<file path="config.mk">
export PLATFORM = sky130hd
export DESIGN_NAME = mux_scan_sequencer
export DESIGN_NICKNAME = d
export VERILOG_FILES = /design/src/rtl/mux_scan_sequencer.sv
export SDC_FILE = /design/constraint.sdc
export NUM_CORES = 1
export LEC_CHECK = 0
export BUFFER_PORTS_ARGS = -buffer_cell sky130_fd_sc_hd__buf_2
export CAP_MARGIN = 25
export CORE_ASPECT_RATIO = 1.2
export CORE_MARGIN = 5
export CORE_UTILIZATION = 55
export DETAILED_ROUTE_END_ITERATION = 16
export GPL_TIMING_DRIVEN = 0
export PLACE_DENSITY = 0.81
export SKIP_CTS_REPAIR_TIMING = 1
export SKIP_LAST_GASP = 1
export SLEW_MARGIN = 20
export SYNTH_ARGS = -nofsm -noshare
export SYNTH_HDL_FRONTEND = slang
export SYNTH_SLANG_ARGS = --single-unit
</file>
<file path="constraint.sdc">
create_clock -name clk -period 2.7 [get_ports clk]
set_input_delay 0 -clock clk [delete_from_list [all_inputs] [get_ports clk]]
set_output_delay 0 -clock clk [all_outputs]
set_load 0.005 [all_outputs]
</file>
<file path="src/rtl/mux_scan_sequencer.sv">
// mux_scan_sequencer: walks the channels enabled in a latched 32-bit mask in
// ascending order, drives the select of an external word mux, captures the
// mux output and presents each word with its channel number on a valid/ready
// stream. A one-cycle done pulse marks the end of each sweep.
//
// Build option SCAN_CONTINUOUS_EN: when defined, holding start high at the
// handshake on the highest enabled channel wraps the scan back to the lowest
// enabled channel instead of finishing the sweep.
module mux_scan_sequencer #(
    parameter int WIDTH = 16,
    parameter int NCH   = 32,
    parameter int SEL_W = 5
) (
    input  logic             clk,
    input  logic             rst,
    input  logic             start,
    input  logic [NCH-1:0]   ch_mask,
    output logic [SEL_W-1:0] s,
    input  logic [WIDTH-1:0] d,
    output logic [WIDTH-1:0] out_data,
    output logic [SEL_W-1:0] out_ch,
    output logic             out_valid,
    input  logic             out_ready,
    output logic             busy,
    output logic             done
);

    localparam logic [1:0] IDLE = 2'd0;
    localparam logic [1:0] SEL  = 2'd1;
    localparam logic [1:0] HOLD = 2'd2;
    localparam logic [1:0] FIN  = 2'd3;

    logic [1:0]       state_reg, state_next;
    logic [NCH-1:0]   mask_reg, mask_next;
    logic [SEL_W-1:0] s_reg, s_next;
    logic [WIDTH-1:0] out_data_reg, out_data_next;
    logic [SEL_W-1:0] out_ch_reg, out_ch_next;
    logic             out_valid_reg, out_valid_next;

    // Enabled channels strictly above the current select; channel 31 has
    // nothing above it, so the scan never wraps on its own.
    logic [NCH-1:0]   above;

    generate
        for (genvar gi = 0; gi < NCH; gi++) begin : g_above
            localparam logic [SEL_W-1:0] CH = SEL_W'(gi);
            assign above[gi] = mask_reg[gi] & (CH > s_reg);
        end
    endgenerate

    // Index of the lowest set bit (0 when the vector is empty).
    function automatic logic [SEL_W-1:0] lowest_set(input logic [NCH-1:0] v);
        logic [SEL_W-1:0] idx;
        idx = '0;
        for (int i = NCH - 1; i >= 0; i--) begin
            if (v[i]) begin
                idx = SEL_W'(i);
            end
        end
        return idx;
    endfunction

    // Next-state and datapath decisions for the sweep FSM.
    always_comb begin
        state_next     = state_reg;
        mask_next      = mask_reg;
        s_next         = s_reg;
        out_data_next  = out_data_reg;
        out_ch_next    = out_ch_reg;
        out_valid_next = out_valid_reg;
        case (state_reg)
            IDLE: begin
                if (start) begin
                    if (|ch_mask) begin
                        mask_next  = ch_mask;
                        s_next     = lowest_set(ch_mask);
                        state_next = SEL;
                    end else begin
                        state_next = FIN;
                    end
                end
            end
            SEL: begin
                // s has been stable for a full cycle, so d is settled here.
                out_data_next  = d;
                out_ch_next    = s_reg;
                out_valid_next = 1'b1;
                state_next     = HOLD;
            end
            HOLD: begin
                if (out_valid_reg && out_ready) begin
                    out_valid_next = 1'b0;
                    if (|above) begin
                        s_next     = lowest_set(above);
                        state_next = SEL;
                    end else begin
`ifdef SCAN_CONTINUOUS_EN
                        if (start) begin
                            s_next     = lowest_set(mask_reg);
                            state_next = SEL;
                        end else begin
                            state_next = FIN;
                        end
`else
                        state_next = FIN;
`endif
                    end
                end
            end
            default: begin
                state_next = IDLE;
            end
        endcase
    end

    // State and output registers with synchronous reset.
    always_ff @(posedge clk) begin
        if (rst) begin
            state_reg     <= IDLE;
            mask_reg      <= '0;
            s_reg         <= '0;
            out_data_reg  <= '0;
            out_ch_reg    <= '0;
            out_valid_reg <= 1'b0;
        end else begin
            state_reg     <= state_next;
            mask_reg      <= mask_next;
            s_reg         <= s_next;
            out_data_reg  <= out_data_next;
            out_ch_reg    <= out_ch_next;
            out_valid_reg <= out_valid_next;
        end
    end

    assign s         = s_reg;
    assign out_data  = out_data_reg;
    assign out_ch    = out_ch_reg;
    assign out_valid = out_valid_reg;
    assign busy      = (state_reg != IDLE);
    assign done      = (state_reg == FIN);

endmodule

</file>
==> results of run 1 <==
[Yosys cell counts, drive strengths merged, types with 10 or more instances]
library cell,instances,share of area (%)
nor2,63,6.4
dfxtp,60,32
nand2,55,5.6
a21oi,49,6.6
mux2i,27,7.3
o21ai,23,3.2
buf,20,4.4
inv,17,1.7
nor4,14,2.8
nor2b,12,2.0
clkbuf,10,1.0
nand2b,10,1.7
[through the flow]
step | area [sq um] | hold slack (ns)
finish | 4750 | -0.0514
global route | 4740 | 0.00272
CTS | 4400 | -0.144
detailed placement | 4220 | 0.224
global placement | 4220 | 0.222
floorplan | 3720 | 0.0956
[critical path, stage by stage]
cell and delay [ns]:
dlygate4sd3_1 0.54, buf_2 0.14, nor4_1 0.51, nand4_1 0.37, o211ai_2 0.32, buf_6 0.20, buf_4 0.23, mux2i_1 0.24
nor2_1 0.05
[worst paths after layout]
kind                              from                         to  slack, ns  cells after the start
min                        ch_mask[29]  mask_reg[29]$_SDFFE_PP0P_      -0.05                      3
max                        ch_mask[28]   mask_reg[2]$_SDFFE_PP0P_       0.31                      9
min reg2reg  out_data[10]$_SDFFE_PP0P_  out_data[10]$_SDFFE_PP0P_       0.45                      2
max reg2reg          s[4]$_SDFFE_PP0P_          s[0]$_SDFFE_PP0P_       0.32                      9
[layout make-up]
| class | count | area [sq um] |
|---|---|---|
| Antenna cell | 1 | 2.50 |
| Buffer | 30 | 201 |
| Clock buffer | 11 | 131 |
| Clock inverter | 5 | 52.6 |
| Fill cell | 526 | 1780 |
| Inverter | 17 | 63.8 |
| Multi-Input combinational cell | 364 | 2250 |
| Sequential cell | 60 | 1200 |
| Tap cell | 85 | 106 |
| Timing Repair Buffer | 113 | 736 |
[metal layers]
metal	vias to the layer above	global-route usage, %	share of wire (%)
li1	1965	-	-
met1	1954	32.1	40
met2	202	41.6	47
met3	42	7.47	8.0
met4	0	15.3	5.3
met5	-	0	0
[logic make-up after synthesis]
| kind of cell | Yosys count |
|---|---|
| flops | 60 |
| mux | 27 |
| compound gates | 146 |
| buf+inv | 47 |
| simple gates | 190 |
| fa+ha+maj | 1 |
[power by group through the flow]
stage                     combinational, mW  sequential [mW]  clock, mW
after floorplan                       0.471             1.00          0
after global placement                0.656             1.01          0
after detailed placement              0.667             1.02          0
after global routing                  0.790             1.01      0.833
final                                 0.724             1.00      0.790
after CTS                             0.670            0.998      0.792
==> results_dict.tcl, run 1 <==
set metrics [dict create \
    swShare_pct 32.9 \
    largest_register_ffs 31 \
    cts_max_level 3 \
    synthSimpleGateAreaFrac_pct 25.0 \
    syn_nets 523 \
    drv_cap 0 \
    critPathMaxFanout 10 \
    p_leak_nw 2.03 \
    grt_pass1_vias 3835 \
    worst-setup-path-type "input pin to flop" \
    die_h_um 100 \
    vdd_drop_max_mv 0.358 \
    grt_max_degree 11 \
    drt_iter0_markers 330 \
    drt-total-wl_mm 12.0 \
    final_common_cell "buf_2" \
    cts.sinks 60 \
    setup-violations-final 0 \
    ys_seq_area_share_pct 32.3 \
    dpl.hpwl_mm 8.54 \
    rsz0062_at_grt "no" \
    cts_buffers 9 \
    holdWs_ns -0.0514 \
    vias 4163 \
    gp_congestion 0.952 \
    start_util_pct 57.0 \
    required_ns 2.93 \
    final_core_util_pct 72.7 \
    synthMuxAreaShare_pct 7.27 \
    period_needed_ns 2.39 \
    syn-cell-area_sq_um 3720 \
    setup_slack_ns 0.310 \
    hold_viol 8 \
    synth-seq-cells 60 \
    worst_slew_pin_slew_ns 0.749 \
    routed_via_density 6.07 \
    switching_power_mw 0.827 \
    final_nets 647 \
    hold_class "input pin to flop" \
    placed_cells 635 \
    layout_common_cells "buf_2, nor2_1, dfxtp_1, nand2_1, a21oi_1" \
    clk_pin_slew_ns 0.07 \
    cts_max_path_buffers 2 \
    finClkSkew_ns 0.00993 \
    arrival_ns 2.62 \
    tritoncts "yes" \
    coreArea_sq_um 6530 \
    synthFlopType "dfxtp_1" \
    combPwrFrac_pct 28.8 \
    rows 32 \
    drcViolationCount 0 \
    synthAdderAreaFrac_pct 0.269 \
    postSynthAreaPerCell_sq_um 7.89 \
    fin_setup_tns_ns 0 \
    syn_inst 471 \
    grt_overflow 0 \
    synthArstFlopShare_pct 0 \
    pwr-share-clk_pct 31.4 \
    pre_cts_ws_ns 0.399 \
    p_int_mw 1.69 \
    grt_pass1_wl_mm 18.2 \
    synth_compound_area_share_pct 28.0 \
    violations "negative hold slack" \
    status "finished, violations left" \
    synth_edf_count 0 \
    slew_headroom_pct 49.4 \
    antenna_found_initial 0 \
    stdcell_count 686 \
    die_area_sq_um 8510 \
    endpoint_kind "flop" \
    power.density_nw_per_um2 530 \
    synth.distinct_cells 74 \
    ys_warn_count 0 \
    clk_latency_ns 0.35 \
    period_share_pct 88.5 \
    postRouteAntennaNets 0 \
    first_pass_iters 5 \
    finalPower_mw 2.52 \
    pwr-share-seq_pct 39.8 \
    synth_top_family_by_area "compound AO/OA/AOI/OAI gates" \
    syn2layout_area_growth_pct 27.7 \
    synthXorXnorAreaFrac_pct 0 \
    track_usage_pct 26.4 \
    boundaryPins 81 \
    wire_per_inst_um 17.5 \
    critPathLaunchType "input pin" \
    die_x_um 85.1 \
    fmax_mhz 418 \
    slew_violations 0 \
    layout-drive-gt1-share_pct 22.3 \
    port_buffers 79 \
    cts-root-buf "clkbuf_8" \
]
(Power assumes the default switching activity.)
==> inputs of run 2 (changes only) <==
Settings changed: ABC_AREA from default to 1, CORE_UTILIZATION 55 to 53, CTS_CLUSTER_SIZE from default to 8, PLACE_DENSITY 0.81 to 0.79.
==> run 2 against run 1 <==
Against the previous run:
- the run still ends with negative hold slack left
- total power rose by 18%
- clock-buffer cell count is 1 lower
- synthesized cell count rose by 15%
- global-route usage fell by 1.5 points
- non-clock buffer count decreased by 6
- maximum frequency shrank 7.0%
- sequential share of layout area is 2.0 points higher
- clock skew shrank 0.0031 ns
- cell count is 11% higher
==> results_dict.tcl, run 2 <==
set metrics [dict create \
    worst_r2r_path_depth 13 \
    seqCellArea_sq_um 1210 \
    period_share_pct 95.2 \
    hold_path_startpoint "ch_mask[30]" \
    clk_latency_ns 0.35 \
    first_pass_iters 7 \
    dpl.hpwl_mm 7.40 \
    coreArea_sq_um 6010 \
    boundaryPins 81 \
    synth_edf_count 0 \
    port_buffers 80 \
    setup-violations-final 0 \
    synth-seq-cells 60 \
    postSynthAreaPerCell_sq_um 6.05 \
    endpoint_kind "flop" \
    final_area_sq_um 4430 \
    synth_area_leaders "dfxtp_1, nand2_1, nor2_1, o21ai_0, inv_1" \
    hold_viol 15 \
    worst-setup-path-type "flop to flop" \
    die_x_um 81.7 \
    rsz0062_at_grt "yes" \
    vias 3952 \
    worst_slew_pin_slew_ns 0.536 \
    worstReg2RegEnd "s[1]$_SDFFE_PP0P_" \
    postPlaceCellArea_sq_um 3770 \
    crit_slowest_cell "dfxtp_2" \
    status "finished, violations left" \
    postRouteAntennaNets 0 \
    grt_overflow 0 \
    setup_slack_ns 0.131 \
    holdWs_ns -0.0593 \
    cts_max_path_buffers 2 \
    crit_family "simple AND/OR/NAND/NOR gates" \
    syn2layout_area_growth_pct 35.7 \
    synth.distinct_cells 25 \
    power.density_nw_per_um2 671 \
    drt-total-wl_mm 10.5 \
    vdd_drop_max_mv 0.419 \
    holdPathStages 3 \
    tritoncts "yes" \
    layout-drive-gt1-share_pct 18.2 \
    cts-root-buf "clkbuf_8" \
    cts_buffers 9 \
    finalPower_mw 2.98 \
    yosysTopAreaCell "dfxtp_1" \
    path_cells "buf_2, inv_1, o21ai_0, nor3_1, nor2_1, nand2_1, nor4_4, nand3_1, nand2_1, nor2_1, inv_2, a21oi_1, a221oi_1" \
    crit_start "s[4]$_SDFFE_PP0P_" \
    ys_seq_area_share_pct 36.8 \
    cts.sinks 60 \
    syn_nets 592 \
    antenna_found_initial 0 \
    cp_slowest_stage_delay_ns 0.35 \
    grt_max_degree 12 \
    layout_common_cells "nand2_1, nor2_1, inv_1, buf_2, o21ai_0" \
    drt_iter0_markers 273 \
    required_ns 2.93 \
    die_h_um 96.0 \
    critPathMaxFanout 10 \
    cts_max_level 3 \
    start_util_pct 54.3 \
    syn_inst 540 \
    pre_cts_ws_ns -0.137 \
    worstReg2RegStart "s[4]$_SDFFE_PP0P_" \
    hold_class "input pin to flop" \
    cp_num_buf_inv 3 \
    grt_pass1_wl_mm 14.9 \
    routed_via_density 5.21 \
    drcViolationCount 0 \
    synthFlopType "dfxtp_1" \
    n_fill_cell 517 \
    fmax_mhz 389 \
    period_needed_ns 2.57 \
    slew_violations 0 \
    p_leak_nw 2.19 \
    die_area_sq_um 7840 \
    track_usage_pct 25.0 \
    final_common_cell "nand2_1" \
    largest_register_ffs 31 \
    multi_input_area_sq_um 1690 \
    wire_per_inst_um 13.9 \
    synth_top_area_share_pct 36.8 \
    gp_congestion 0.952 \
    finClkSkew_ns 0.00683 \
    hold_end "mask_reg[30]$_SDFFE_PP0P_" \
    slew_headroom_pct 64.3 \
    final_nets 723 \
    syn-cell-area_sq_um 3270 \
    drv_cap 0 \
    violations "negative hold slack" \
    grt_pass1_vias 3354 \
    ys_top_cells_by_count "nand2_1, nor2_1, inv_1, o21ai_0, dfxtp_1" \
    clk_pin_slew_ns 0.07 \
    critPathLaunchType "flop" \
    reg2reg_slack_ns 0.13 \
    synthArstFlopShare_pct 0 \
    ys_warn_count 0 \
    rows 31 \
    arrival_ns 2.80 \
    synth_most_common_cell "nand2_1" \
]
[run 2: cell count changes after synthesis, sizes merged, moves of 9 or more]
cell | before | now
mux2i | 27 | 0
nor2 | 63 | 95
nor4 | 14 | 5
buf | 20 | 2
nor3 | 3 | 12
inv | 17 | 92
nand2b | 10 | 0
o21ai | 23 | 72
nor2b | 12 | 0
nand2 | 55 | 112
[run 2: cells by family after synthesis]
kind of cell / synth area share, %
AOI/OAI and AO/OA: 21.5
buffers and inverters: 12.8
and+or+nand+nor: 29.0
DFF: 36.8
[run 2: per-layer routing]
metal	global-route usage (%)	up-vias	wire length [um]
li1	-	1987	-
met1	29.0	1794	4370
met2	44.4	145	5280
met3	5.43	26	614
met4	9.28	0	265
met5	0	-	0
[run 2: worst reg2reg max path, cell delays in order (launching register included)]
cell and delay [ns]:
dfxtp_2 0.35, buf_2 0.19, inv_1 0.22, o21ai_0 0.22, nor3_1 0.27, nor2_1 0.09, nand2_1 0.15, nor4_4 0.06
nand3_1 0.11, nand2_1 0.07, nor2_1 0.32, inv_2 0.12, a21oi_1 0.18, a221oi_1 0.10
[run 2: how the worst max path moves through the flow]
stage | to | slack (ns) | cells after the start
final | s[1]$_SDFFE_PP0P_ | 0.13 | 13
after global routing | s[0]$_SDFFE_PP0P_ | -0.09 | 35
after CTS | s[1]$_SDFFE_PP0P_ | -0.17 | 12
after detailed placement | s[1]$_SDFFE_PP0P_ | -0.14 | 12
after global placement | s[1]$_SDFFE_PP0P_ | -0.08 | 12
after floorplan | s[0]$_SDFFE_PP0P_ | 0.41 | 35
[run 2: cell type report]
cell class	count	area share, %
timing repair buffer	120	17.6
buffer	17	1.64
clock buffer	10	3.10
sequential	60	27.3
tap	82	2.31
multi-input combinational	370	38.1
inverter	93	7.87
antenna	1	0.0564
clock inverter	6	1.98
[run 2: per-stage QoR]
stage	util, %	std cells	TNS (ns)	hold WS [ns]
after floorplan	-	540	0	0.0691
after global placement	62.7	702	-0.0843	0.194
after detailed placement	62.7	702	-0.141	0.200
after CTS	66.4	718	-0.233	-0.166
after global routing	73.7	758	-0.140	0.00380
final	73.7	759	0	-0.0593
[run 2: power breakdown]
group          switching (mW)  leakage (nW)  total, mW  internal [mW]
sequential             0.0823         0.498       1.09           1.01
combinational           0.602          1.59      0.956          0.354
clock                   0.382         0.105      0.925          0.542
